<file path="src/rtl/sd_tx_pkg.sv">
// rtl/sd_tx_pkg.sv - shared types and defaults for the SD transmit scheduler
package sd_tx_pkg;

    localparam int BLKCNT_W_DEF = 16;
    localparam int WLEN_W_DEF   = 10;
    localparam int GAP_W_DEF    = 8;

    localparam logic [1:0] WIDTH_1B = 2'b00;
    localparam logic [1:0] WIDTH_4B = 2'b01;
    localparam logic [1:0] WIDTH_8B = 2'b10;

    typedef enum logic [2:0] {
        ST_IDLE,
        ST_GAP,
        ST_STREAM,
        ST_DRAIN,
        ST_DONE
    } sd_tx_state_e;

endpackage

</file>
<file path="src/rtl/sd_tx_word_reg.sv">
// rtl/sd_tx_word_reg.sv - single-entry valid/ready holding register for engine words
module sd_tx_word_reg (
    input  logic        clk,
    input  logic        reset_n,
    input  logic        flush,
    input  logic        load,
    input  logic [31:0] load_data,
    input  logic        load_last,
    input  logic        out_ready,
    output logic        out_valid,
    output logic [31:0] out_data,
    output logic        out_last
);

    always_ff @(posedge clk or negedge reset_n) begin
        if (!reset_n) begin
            out_valid <= 1'b0;
            out_data  <= 32'd0;
            out_last  <= 1'b0;
        end else begin
            if (flush) begin
                out_valid <= 1'b0;
            end else if (load) begin
                out_valid <= 1'b1;
            end else if (out_ready) begin
                out_valid <= 1'b0;
            end
            if (load && !flush) begin
                out_data <= load_data;
                out_last <= load_last;
            end
        end
    end

endmodule

</file>
<file path="src/rtl/sd_tx_sched.sv">
// rtl/sd_tx_sched.sv - block/gap scheduler feeding source words to the SD transmit engine
module sd_tx_sched
    import sd_tx_pkg::*;
#(
    parameter int BLKCNT_W = BLKCNT_W_DEF,
    parameter int WLEN_W   = WLEN_W_DEF,
    parameter int GAP_W    = GAP_W_DEF
) (
    input  logic                clk,
    input  logic                reset_n,
    input  logic [1:0]          cfg_width,
    input  logic                cfg_ddr,
    input  logic [WLEN_W-1:0]   cfg_blk_words,
    input  logic [BLKCNT_W-1:0] cfg_blk_cnt,
    input  logic [GAP_W-1:0]    cfg_gap,
    input  logic                start,
    input  logic                abort,
    output logic                busy,
    output logic                done,
    output logic                err,
    output logic [BLKCNT_W-1:0] blk_done_cnt,
    input  logic                src_valid,
    output logic                src_ready,
    input  logic [31:0]         src_data,
    output logic                tx_en,
    output logic [1:0]          tx_width,
    output logic                tx_ddr,
    output logic                tx_valid,
    input  logic                tx_ready,
    output logic [31:0]         tx_data,
    output logic                tx_last,
    input  logic                tx_active
);

    sd_tx_state_e state, state_nxt;

    logic [WLEN_W-1:0]   lat_words;
    logic [BLKCNT_W-1:0] lat_cnt;
    logic [GAP_W-1:0]    lat_gap;
    logic [GAP_W-1:0]    gap_cnt;
    logic [WLEN_W-1:0]   fetched;
    logic                seen_active;

    logic                start_ok;
    logic                kill;
    logic                src_xfer;
    logic                load_last;
    logic                last_acc;
    logic                drain_exit;
    logic                gap_exit;
    logic [BLKCNT_W-1:0] blk_next;

    assign start_ok   = start && (cfg_blk_words != '0) && (cfg_blk_cnt != '0);
    assign kill       = abort && (state != ST_IDLE);
    assign last_acc   = tx_valid && tx_ready && tx_last;
    assign gap_exit   = (gap_cnt == '0) && !tx_active;
    assign drain_exit = (state == ST_DRAIN) && !tx_active && seen_active;
    assign blk_next   = blk_done_cnt + BLKCNT_W'(1);
    assign load_last  = (fetched == lat_words - WLEN_W'(1));

    // Abort suppresses fetching so nothing new lands in the word register as it is flushed
    assign src_ready = (state == ST_STREAM) && !abort && (fetched < lat_words)
                       && (!tx_valid || tx_ready);
    assign src_xfer  = src_valid && src_ready;

    assign busy  = (state != ST_IDLE);
    assign tx_en = busy;

    always_comb begin
        state_nxt = state;
        case (state)
            ST_IDLE:   if (start_ok) state_nxt = ST_GAP;
            ST_GAP:    if (gap_exit) state_nxt = ST_STREAM;
            ST_STREAM: if (last_acc) state_nxt = ST_DRAIN;
            ST_DRAIN:  if (drain_exit) state_nxt = (blk_next == lat_cnt) ? ST_DONE : ST_GAP;
            ST_DONE:   state_nxt = ST_IDLE;
            default:   state_nxt = ST_IDLE;
        endcase
        if (kill) state_nxt = ST_IDLE;
    end

    always_ff @(posedge clk or negedge reset_n) begin
        if (!reset_n) begin
            state <= ST_IDLE;
        end else begin
            state <= state_nxt;
        end
    end

    always_ff @(posedge clk or negedge reset_n) begin
        if (!reset_n) begin
            tx_width     <= WIDTH_1B;
            tx_ddr       <= 1'b0;
            lat_words    <= '0;
            lat_cnt      <= '0;
            lat_gap      <= '0;
            gap_cnt      <= '0;
            fetched      <= '0;
            seen_active  <= 1'b0;
            blk_done_cnt <= '0;
            done         <= 1'b0;
            err          <= 1'b0;
        end else begin
            done <= (state == ST_DONE) && !abort;
            err  <= ((state == ST_IDLE) && start && !start_ok) || kill;
            case (state)
                ST_IDLE: begin
                    if (start_ok) begin
                        tx_width     <= cfg_width;
                        tx_ddr       <= cfg_ddr;
                        lat_words    <= cfg_blk_words;
                        lat_cnt      <= cfg_blk_cnt;
                        lat_gap      <= cfg_gap;
                        gap_cnt      <= cfg_gap;
                        blk_done_cnt <= '0;
                    end
                end
                ST_GAP: begin
                    if (gap_exit) begin
                        fetched <= '0;
                    end else if (gap_cnt != '0) begin
                        gap_cnt <= gap_cnt - GAP_W'(1);
                    end
                end
                ST_STREAM: begin
                    if (src_xfer) fetched <= fetched + WLEN_W'(1);
                    if (last_acc) seen_active <= 1'b0;
                end
                ST_DRAIN: begin
                    if (tx_active) seen_active <= 1'b1;
                    if (drain_exit && !abort) begin
                        blk_done_cnt <= blk_next;
                        gap_cnt      <= lat_gap;
                    end
                end
                default: ;
            endcase
        end
    end

    sd_tx_word_reg u_word_reg (
        .clk       (clk),
        .reset_n   (reset_n),
        .flush     (kill),
        .load      (src_xfer),
        .load_data (src_data),
        .load_last (load_last),
        .out_ready (tx_ready),
        .out_valid (tx_valid),
        .out_data  (tx_data),
        .out_last  (tx_last)
    );

endmodule

</file>
<file path="config.mk">
export PLATFORM = sky130hd
export DESIGN_NAME = sd_tx_sched
export DESIGN_NICKNAME = d
export VERILOG_FILES = /design/src/rtl/sd_tx_pkg.sv /design/src/rtl/sd_tx_word_reg.sv /design/src/rtl/sd_tx_sched.sv
export SDC_FILE = /design/constraint.sdc
export NUM_CORES = 1
export LEC_CHECK = 0
export ABC_AREA = 1
export BUFFER_PORTS_ARGS = -buffer_cell sky130_fd_sc_hd__buf_2
export CAP_MARGIN = 20
export CORE_MARGIN = 2
export CORE_UTILIZATION = 45
export DETAILED_ROUTE_END_ITERATION = 10
export PLACE_DENSITY_LB_ADDON = 0.1
export SYNTH_ARGS = -nofsm -noshare
export SYNTH_HDL_FRONTEND = slang
export SYNTH_SLANG_ARGS = --single-unit
export TNS_END_PERCENT = 5
</file>
<file path="constraint.sdc">
create_clock -name clk -period 2 [get_ports clk]
set_input_delay 0.2 -clock clk [delete_from_list [all_inputs] [get_ports clk]]
set_output_delay 0.2 -clock clk [all_outputs]
set_load 0.01 [all_outputs]
</file>
[After elaboration in Yosys (flattened, before gate mapping)]
Cells that the tools add are included.
Operators by class
  multiplexer cells: 24
  equality and inequality tests: 18
  add/sub/neg operators: 4
  $lt $le $gt $ge: 1
  reduce and logical (&&, ||, !) cells: 41
Operator list (count)
  $mux W16: 2
  $mux W8: 4
  $pmux W16 S2: 1
  $pmux W8 S3: 1
  $mux W10: 2
  $pmux W10 S2: 1
  $mux W3: 6
  $logic_and A1 B1 Y1: 17
  $add A16 B1 Y16 const B: 1
  $eq A16 B16 Y1: 1
  $reduce_bool A16 Y1: 1
  $ne A2 B2 Y1 const B: 6
  $ne A3 B3 Y1 const B: 4
  $pmux W3 S4: 1
  $add A10 B1 Y10 const B: 1
  $eq A10 B10 Y1: 1
  $lt A10 B10 Y1: 1
  $reduce_bool A10 Y1: 1
  $sub A10 B1 Y10 const B: 1
  $reduce_and A3 Y1: 3
  $reduce_bool A3 Y1: 3
  $logic_not A8 Y1: 1
  $reduce_bool A8 Y1: 1
  $sub A8 B1 Y8 const B: 1
  13 further kinds: 26
Storage, ports and cells
  logic and storage cells: 103
  output and inout port bits: 58
  input port bits: 76
  bits in registers: 111

[Longest topological paths before layout]
Gate-level depths: netlist of run 1.
  depth in word-level cells: 7
  depth in mapped cells: 16
  mapped depth without buffers: 16

[Hierarchy]
A second synthesis of run 1 with hierarchy kept.
Unflattened totals
  cell total of the unflattened synthesis: 780
  area total of the unflattened synthesis: 6039.5 um^2
Modules (own cells, without submodules)
  sd_tx_sched: cells an instance 632, sequential area each 1926.8 um^2, area each 4648.2 um^2, times used 1
  sd_tx_word_reg: cells an instance 148, sequential area each 850.8 um^2, area each 1391.3 um^2, times used 1

[Least setup slack after synthesis of run 1]
OpenSTA, ideal clock, no wires.
  path type: register to register
  start: register lat_words[5]
  end: register fetched[3]
  period minus slack after synthesis: 1870 ps
  buffers on the path: 1
  arrival: 1744 ps
  slack: 130 ps
  cell stages (with the launch flop): 12
  data required time: 1873 ps
  library setup time: 127 ps
  cell sequence: dfrtp_1 > inv_1 > ha_1 > a21oi_1 > o21ai_0 > nand2_1 > o2111ai_1 > nor2_1 > nand3_2 > nand2_1 > buf_2 > o21ai_0
Between the ends
  word-level cells in the longest chain between the ends: 6
Ends and longest elaborated chain
  from (decl): line sd_tx_sched.sv:37  | logic [WLEN_W-1:0] lat_words;
  from (signal assigned): line sd_tx_sched.sv:111  | lat_words <= cfg_blk_words;
  $lt A10 B10 Y1: line sd_tx_sched.sv:62  | assign src_ready = (state == ST_STREAM) && !abort && (fetched < lat_words)
  $logic_and A1 B1 Y1: line sd_tx_sched.sv:62
  $logic_and A1 B1 Y1: line sd_tx_sched.sv:63  | && (!tx_valid || tx_ready);
  $logic_and A1 B1 Y1: line sd_tx_sched.sv:64  | assign src_xfer = src_valid && src_ready;
  $ne A2 B1 Y1 (no line)
  $reduce_and A3 Y1 (no line)
  to (signal assigned): line sd_tx_sched.sv:126  | if (src_xfer) fetched <= fetched + WLEN_W'(1);
  to (decl): line sd_tx_sched.sv:41  | logic [WLEN_W-1:0] fetched;
Every way passes these cells.
A chain may end at the register's enable or synchronous reset.

[Worst setup path in the final report of run 1]
  start: register lat_words[9]
  end: output port src_ready
Between the ends
  word-level cells in the longest chain between the ends: 3
Ends and longest elaborated chain
  $lt A10 B10 Y1: line sd_tx_sched.sv:62
  $logic_and A1 B1 Y1: line sd_tx_sched.sv:62
  $logic_and A1 B1 Y1: line sd_tx_sched.sv:63
  to (decl): line sd_tx_sched.sv:23  | output logic src_ready,
Every way passes these cells.

==> results.toml, run 1 <==
[clock_network]
cts_tree = "yes"
clk_pin_slew_ns = 0.07
cts_root_buf = "clkbuf_16"
clkLatencyLatePin_ns = 0.36
cts_buffers = 9
cts_buffer_depth = 2
htreeDepth = 3
clock_sinks = 111

[timing]
fin_crit_ns = 2.05
worst_hold_slack_ns = 0.0263
drv_slew = 0
grt_setup_unrepaired = "yes"
finalHoldViolations = 0
fin_worst_skew_ns = 0.00930
relSlewSlack_pct = 71.4
worst_pin_slew_ns = 0.426
worst_slack_ns = -0.0483
clock.fmax_mhz = 488
final.period_utilization_pct = 102
setup_viol_count_final = 1

[status]
violations = "negative setup slack"
status = "finished, violations left"

[pwr]
power_w = 0.00950
ir_drop_v = 0.000653
power.density_nw_per_um2 = 1230
p_leak_nw = 3.98

[worst_setup_path]
slowest_delay_ns = 0.38
critPathArrivalTime_ns = 1.85
cp.required_ns = 1.80
cp_max_fo = 2
end_kind = "output pin"
worst_setup_path_start_kind = "register"
cp_cell_sequence = "inv_1, ha_4, nand2_2, nor2_1, o211ai_1, o2111ai_2, nor2_2, nand2_1, inv_2, buf_6"
slowest_stage = "dfrtp_1"
critPathKind = "reg2out"

[logic_synthesis]
synth_edf_count = 0
synth_nets = 863
syn_inst = 773
synthArstFlopShare_pct = 100
syn-cell-area_um2 = 5950
synth_cell_type_count = 33
seq_area_frac_synth_pct = 46.7
yosysMostFrequentCell = "nand2_1"
synthTopCellsByArea = "dfrtp_1, nand2_1, inv_1, nor2_1, nand3_1"
synth_top_family_by_area = "simple AND/OR/NAND/NOR gates"
yosysTopAreaCellShare_pct = 46.7
ys.flop_type = "dfrtp_1"
syn_area_per_cell_um2 = 7.70
yosysWarnings = 0
synth_compound_area_share_pct = 8.41
synthAdderAreaFrac_pct = 2.94
synth_top_area_cell = "dfrtp_1"
synth-seq-cells = 111
netlist_top_cells_count = "nand2_1, dfrtp_1, inv_1"
yosys.area_share.xor_xnor_pct = 3.62
yosys-mux-area-fraction_pct = 1.70
yosys.area_share.simple_pct = 29.9

[floorplan]
die_w_um = 119
die_h_um = 119
floorplan.initialDensity_pct = 45.5
core_um2 = 13100
ios = 134
row_count = 42
die-area_um2 = 14200

[global_route]
grt_pass1_wl_um = 26400
gr-total-overflow = 0
antenna_found_initial = 2
grt_max_degree = 50
grt_pass1_vias = 5703
grtUsageTotal_pct = 23.0

[job]
maxCapViolations = 0

[drt]
drt-initial-drc-count = 401
wl_um = 15600
vias = 5691
drtPass1Iterations = 7
antenna_left = 0
drc = 0
viasPerCell = 5.01
wire_per_inst_um = 13.7

[placement]
gp_congestion = 0.872
place_area_um2 = 7120
io_buffers = 133
dp_hpwl_um = 11500
place_ws_ns = -0.0599

[hold_path]
min_path_type = "in2reg"

[finish]
drive_gt1_share_pct = 26.6
fin_area_um2 = 7720
syn_to_final_growth_pct = 29.8
layout.nets = 1044
registers in the layout, summed over array words and instances, names as in the netlist, 2 cells and up:
register,cells
blk_done_cnt,16
fetched,10
gap_cnt,8
lat_cnt,16
lat_gap,8
lat_words,10
state,3
tx_width,2
u_word_reg.out_data,32
logic make-up (layout without fill, tap and decap cells):
family                     count (synthesis)  in the layout
AOI/OAI and AO/OA                         89             89
xor gates and xnor gates                  23             23
adders and majority gates                 14             14
buffers and inverters                    101            284
DFF                                      111            111
muxes                                      9              9
other                                      0              2
and+or+nand+nor                          426            427
critical path, delay by kind of cell (launching register included):
family          cells  cell delay [ns]
compound gates      2             0.25
fa+ha+maj           1             0.23
buf+inv             3             0.27
flops               1             0.38
simple gates        4             0.38
path summary, 6_finish.rpt:
path	from	cells past startpoint	endpoint	slack, ns
max in group asynchronous	reset_n	3	state[1]	1.15
min in group asynchronous	reset_n	2	blk_done_cnt[6]	0.28
max reg2reg	lat_words[9]	13	fetched[0]	0.03
min	src_data[10]	3	u_word_reg.out_data[10]	0.03
min reg2reg	u_word_reg.out_data[26]	2	u_word_reg.out_data[26]	0.48
max	lat_words[9]	10	src_ready	-0.05
metrics by stage:
step | utilization (%) | setup TNS [ns] | cells
finish | 59.0 | -0.0483 | 1135
CTS | 57.9 | -0.114 | 1127
global route | 59.0 | -2.58 | 1133
floorplan | - | 0 | 773
detailed placement | 54.4 | -1.56 | 1105
global placement | 54.4 | -0.164 | 1105
cell type report:
| class | instances | area, um^2 |
|---|---|---|
| antenna | 2 | 5.00 |
| clock buffer | 10 | 229 |
| clock inverter | 4 | 72.6 |
| fill | 1178 | 5360 |
| inverter | 83 | 314 |
| multi-input combinational | 562 | 2930 |
| sequential | 111 | 2780 |
| tap | 176 | 220 |
| timing repair buffer | 187 | 1170 |
per-layer routing:
metal | GRT usage (%) | part of all wire, % | wire, um | vias up
met5 | 0 | 0 | 0 | -
met3 | 6.03 | 7.1 | 1110 | 22
met4 | 7.81 | 1.8 | 274 | 0
met2 | 36.7 | 47 | 7280 | 166
met1 | 30.3 | 44 | 6920 | 2653
li1 | - | - | - | 2850
where the power goes:
part | switching, W | total [W] | leakage (nW) | internal, W
sequential | 0.000538 | 0.00360 | 1.39 | 0.00306
clock | 0.000808 | 0.00189 | 0.144 | 0.00108
combinational | 0.00226 | 0.00401 | 2.45 | 0.00176
timing repair:
item / CTS / global route
hold endpoints to repair: 18 / 0
setup buffers: 7 / 4
hold buffers: 1 / 0
pin swaps: 10 / 6
cloned: 0 / 2
gates resized for setup: 19 / 26
endpoints found under the setup margin: 44 / 66
cells in the final DEF, fill, tap and decap left out, types with 7 or more instances in the layout:
| cell type | netlist | routed |
|---|---|---|
| nand4_1 | 11 | 11 |
| o22ai_1 | 16 | 16 |
| buf_2 | 7 | 131 |
| o21ai_1 | 6 | 9 |
| nand3b_1 | 8 | 8 |
| xor2_1 | 16 | 16 |
| dfrtp_1 | 111 | 110 |
| buf_4 | 1 | 45 |
| clkbuf_16 | 0 | 10 |
| nor2_2 | 4 | 11 |
| mux2_2 | 9 | 9 |
| ha_1 | 14 | 7 |
| nand3_1 | 48 | 47 |
| inv_2 | 2 | 8 |
| nand2_1 | 268 | 266 |
| inv_1 | 81 | 74 |
| o21ai_0 | 27 | 24 |
| a21oi_1 | 31 | 28 |
| nor2_1 | 67 | 58 |
No activity file was read; power rests on OpenSTA's default activity.
==> inputs of run 2 (changes only) <==
ABC_CLOCK_PERIOD_IN_PS = 2000   (was not set)
REMOVE_ABC_BUFFERS = 1   (was not set)
==> results.toml, run 2 (synthesis results as in run 1) <==
[status]
status = "finished, violations left"
violations = "negative setup slack"

[finish]
antenna_cells = 0
syn_to_final_growth_pct = 32.7
layout_common_cells = "nand2_1, buf_2, dfrtp_1"
fin_cells = 1151
layout.nets = 1061
top_regs = "u_word_reg.out_data (32), blk_done_cnt (16), lat_cnt (16)"
largest_register_ffs = 32
drive_gt1_share_pct = 31.0
regMostFlops = "u_word_reg.out_data"
layout_commonest_cell = "nand2_1"

[drt]
antenna_left = 0
drc = 0
wire_per_inst_um = 13.7
wl_um = 15800
drt-initial-drc-count = 345
drtPass1Iterations = 5
vias = 5732
viasPerCell = 4.98

[global_route]
gr-total-overflow = 0
grt_max_degree = 45
grtUsageTotal_pct = 22.9
antenna_found_initial = 0
grt_pass1_vias = 5509
grt_pass1_wl_um = 25900

[floorplan]
core_um2 = 13100
ios = 134
row_count = 42
die_w_um = 119
floorplan.initialDensity_pct = 45.5
die_h_um = 119
die-area_um2 = 14200

[pwr]
power_w = 0.00946
power.density_nw_per_um2 = 1200
internal_power_w = 0.00577
pwr-share-seq_pct = 38.1
swShare_pct = 39.1
power.share.combinational_pct = 43.5
power.share.clock_pct = 18.4
power_switching_w = 0.00370
ir_drop_v = 0.000529
p_leak_nw = 4.04

[placement]
dp.cells = 1116
gp_congestion = 0.888
io_buffers = 133
dp_hpwl_um = 11800

[clock_network]
cts_buffer_depth = 2
cts_buffers = 9
cts_tree = "yes"
clock_sinks = 111
clkLatencyLatePin_ns = 0.37
htreeDepth = 3
clk_pin_slew_ns = 0.08
cts_root_buf = "clkbuf_16"

[timing]
clock.fmax_mhz = 483
relSlewSlack_pct = 60.1
final.period_utilization_pct = 104
fin_worst_skew_ns = 0.00825
worst_pin_slew_ns = 0.598
finalHoldViolations = 0
drv_slew = 0
final.setup.tns_ns = -0.0703
fin_crit_ns = 2.07
worst_slack_ns = -0.0703
worst_hold_slack_ns = 0.0225
setup_viol_count_final = 1
grt_setup_unrepaired = "yes"

[job]
maxCapViolations = 0

[hold_path]
min_path_type = "in2reg"

[worst_setup_path]
cp_max_fo = 3
critPathKind = "reg2out"
cp.required_ns = 1.80
worst_setup_path_start_kind = "register"
critPathArrivalTime_ns = 1.87
r2r_setup_slack_ns = 0.03
end_kind = "output pin"
==> run 2: layout make-up <==
class                      instances  area (um^2)
clock buffer                       9          225
clock inverter                     6         46.3
fill                            1205         5190
inverter                          83          314
multi-input combinational        561         3010
sequential                       111         2780
tap                              176          220
timing repair buffer             205         1300
==> run 2: metrics by stage <==
stage / util [%] / setup slack [ns] / instance area [um^2]
6_report: 60.3 / -0.0703 / 7900
5_1_grt: 60.3 / -0.161 / 7900
4_1_cts: 58.1 / -0.110 / 7600
3_5_place_dp: 55.0 / -0.0844 / 7200
3_3_place_gp: 55.0 / 0.00551 / 7200
2_1_floorplan: - / -1.43 / 5860
==> run 2: final timing paths <==
path	start	end	cells past startpoint
setup / recovery	lat_words[4]	src_ready	10
hold / removal	src_data[4]	u_word_reg.out_data[4]	3
setup reg to reg	lat_words[4]	u_word_reg.out_data[7]	13
hold reg to reg	u_word_reg.out_data[20]	u_word_reg.out_data[20]	2
max in group asynchronous	reset_n	lat_cnt[15]	3
min in group asynchronous	reset_n	blk_done_cnt[9]	2
==> run 2: repair_timing <==
item	CTS	global route
buffers inserted	8	11
gates resized for setup	17	63
pin swaps	8	19
hold buffers	1	0
gates cloned	0	1
endpoints found under the hold margin	39	0
endpoints found under the setup margin	44	53
==> run 2: metal layers <==
| metal | track usage (%) | wire (um) | up-vias | share of wire, % |
|---|---|---|---|---|
| li1 | - | - | 2894 | - |
| met1 | 29.9 | 6990 | 2682 | 44 |
| met2 | 37.5 | 7760 | 133 | 49 |
| met3 | 3.54 | 684 | 23 | 4.3 |
| met4 | 10.5 | 382 | 0 | 2.4 |
| met5 | 0 | 0 | - | 0 |
==> run 2: power groups by stage <==
stage | Clock (W) | Sequential, W | Combinational (W)
2_1_floorplan | 0 | 0.00371 | 0.00213
5_1_grt | 0.00186 | 0.00371 | 0.00462
4_1_cts | 0.00179 | 0.00357 | 0.00390
6_report | 0.00174 | 0.00361 | 0.00411
3_3_place_gp | 0 | 0.00359 | 0.00366
3_5_place_dp | 0 | 0.00360 | 0.00376
==> run 2: critical path, cell delays in order, from the launching register on <==
cell       delay, ns
dfrtp_1         0.37
inv_2           0.06
ha_1            0.29
nand2_1         0.09
nor2_1          0.05
o211ai_1        0.11
o2111ai_2       0.18
nor2_2          0.13
nand2_1         0.06
inv_1           0.07
buf_6           0.10
==> inputs of run 3 (changes only) <==
CORE_ASPECT_RATIO = 1.5   (was not set)
CORE_MARGIN = not set   (was 2)
==> results.toml, run 3 (synthesis results as in run 1) <==
[timing]
relSlewSlack_pct = 63.6
drv_slew = 0
fin_crit_ns = 2.02
final.period_utilization_pct = 101
clock.fmax_mhz = 495
grt_setup_unrepaired = "yes"
fin_worst_skew_ns = 0.0114
setup_viol_count_final = 1
worst_slack_ns = -0.0192
finalHoldViolations = 0
worst_pin_slew_ns = 0.546
final.setup.tns_ns = -0.0192

[finish]
utilization_pct = 60.9
syn_to_final_growth_pct = 32.7
fillers = 1204
regMostFlops = "u_word_reg.out_data"
layout_commonest_cell = "nand2_1"
layout.nets = 1066
top_regs = "u_word_reg.out_data (32), blk_done_cnt (16), lat_cnt (16)"
largest_register_ffs = 32
layout_common_cells = "nand2_1, buf_2, dfrtp_1"
drive_gt1_share_pct = 30.6
antenna_cells = 0

[placement]
io_buffers = 133
dp_hpwl_um = 12100
place_ws_ns = -0.0484
gp_congestion = 0.898

[drt]
drc = 0
wl_um = 15900
drt-initial-drc-count = 208
wire_per_inst_um = 14.0
vias = 5774
drtPass1Iterations = 5
viasPerCell = 5.06
antenna_left = 0

[worst_setup_path]
cp_max_fo = 2
end_kind = "output pin"
critPathArrivalTime_ns = 1.82
worst_setup_path_start_kind = "register"
critPathKind = "reg2out"
cp.required_ns = 1.80

[clock_network]
clock_sinks = 111
cts_buffers = 9
cts_root_buf = "clkbuf_16"
clk_pin_slew_ns = 0.08
htreeDepth = 3
cts_buffer_depth = 2
clkLatencyLatePin_ns = 0.35
cts_tree = "yes"

[pwr]
power.density_nw_per_um2 = 1210
power_switching_w = 0.00366
ir_drop_v = 0.000568
internal_power_w = 0.00591
swShare_pct = 38.2
power.share.combinational_pct = 43.0
p_leak_nw = 4.09
pwr-share-seq_pct = 37.6
power.share.clock_pct = 19.4

[global_route]
gr-total-overflow = 0
antenna_found_initial = 0
grt_max_degree = 42
grt_pass1_vias = 5699
grtUsageTotal_pct = 24.6
grt_pass1_wl_um = 26000

[floorplan]
floorplan.initialDensity_pct = 45.9
die_w_um = 95.9
ios = 134
core_um2 = 13000
row_count = 51
die-area_um2 = 13700
die_h_um = 143

[job]
maxCapViolations = 0

[status]
violations = "negative setup slack"
status = "finished, violations left"

[hold_path]
min_path_type = "in2reg"
## run 3: cell types whose count changed in the layout (fill, tap and decap cells not counted), moves of 2 or more
cell	change
nand3_2	+4
nand3_1	-3
nand2_2	-8
dfrtp_1	+3
nor2_4	-2
o21ai_1	-2
buf_4	+8
nor2_2	+2
dfrtp_2	-3
clkinv_2	-2
nand2_1	+7
buf_12	-3
## run 3: through the flow
stage | hold WS (ns) | total power (W) | cells | area (um^2)
final | 0.0327 | 0.00958 | 1140 | 7900
after global routing | 0.0260 | 0.0103 | 1140 | 7900
after CTS | 0.0171 | 0.00949 | 1139 | 7710
after detailed placement | 0.306 | 0.00749 | 1120 | 7310
after global placement | 0.306 | 0.00738 | 1120 | 7310
after floorplan | -0.0956 | 0.00584 | 755 | 5860
## run 3: power by group through the flow
stage | combinational (W) | sequential [W] | clock [W]
2_1_floorplan | 0.00213 | 0.00371 | 0
3_3_place_gp | 0.00379 | 0.00359 | 0
3_5_place_dp | 0.00391 | 0.00358 | 0
4_1_cts | 0.00401 | 0.00359 | 0.00190
5_1_grt | 0.00464 | 0.00370 | 0.00197
6_report | 0.00412 | 0.00360 | 0.00186
## run 3: routing by layer
| layer | GRT usage [%] | share of wire [%] | wire [um] |
|---|---|---|---|
| met5 | 0 | 0 | 0 |
| met4 | 10.1 | 2.1 | 333 |
| met3 | 3.57 | 4.4 | 693 |
| met2 | 44.1 | 53 | 8370 |
| met1 | 28.7 | 41 | 6520 |
## run 3: cell type report
type	instances	area, um^2	share of cell area [%]
Inverter	83	314	3.98
Tap cell	159	199	2.52
Sequential cell	111	2780	35.2
Clock inverter	5	66.3	0.840
Clock buffer	11	243	3.07
Multi-Input combinational cell	561	2990	37.8
Timing Repair Buffer	210	1310	16.6
## run 3: critical path, cell delays in order, from the launching register on
cell	delay (ns)
dfrtp_1	0.37
inv_1	0.08
ha_1	0.29
nand2_1	0.06
nor2_1	0.05
o211ai_1	0.09
o2111ai_2	0.15
nor2_2	0.15
nand2_1	0.08
inv_2	0.06
buf_6	0.09
## run 3: timing repair
| item | in CTS | in global routing |
|---|---|---|
| buffers inserted | 2 | 2 |
| gates resized for setup | 12 | 56 |
| setup endpoints to repair | 43 | 54 |
| hold buffers | 1 | 0 |
| pin swaps | 11 | 26 |
| hold endpoints to repair | 111 | 0 |
## run 3: path summary, 6_finish.rpt
kind / startpoint / endpoint / slack, ns / cells after the start
worst max-delay path: lat_words[2] / src_ready / -0.02 / 10
worst min-delay path: abort / done / 0.03 / 2
worst max register to register: blk_done_cnt[1] / state[0] / 0.02 / 17
worst min register to register: u_word_reg.out_data[30] / u_word_reg.out_data[30] / 0.48 / 2
max in group asynchronous: reset_n / u_word_reg.out_data[1] / 1.13 / 3
min in group asynchronous: reset_n / blk_done_cnt[4] / 0.45 / 3
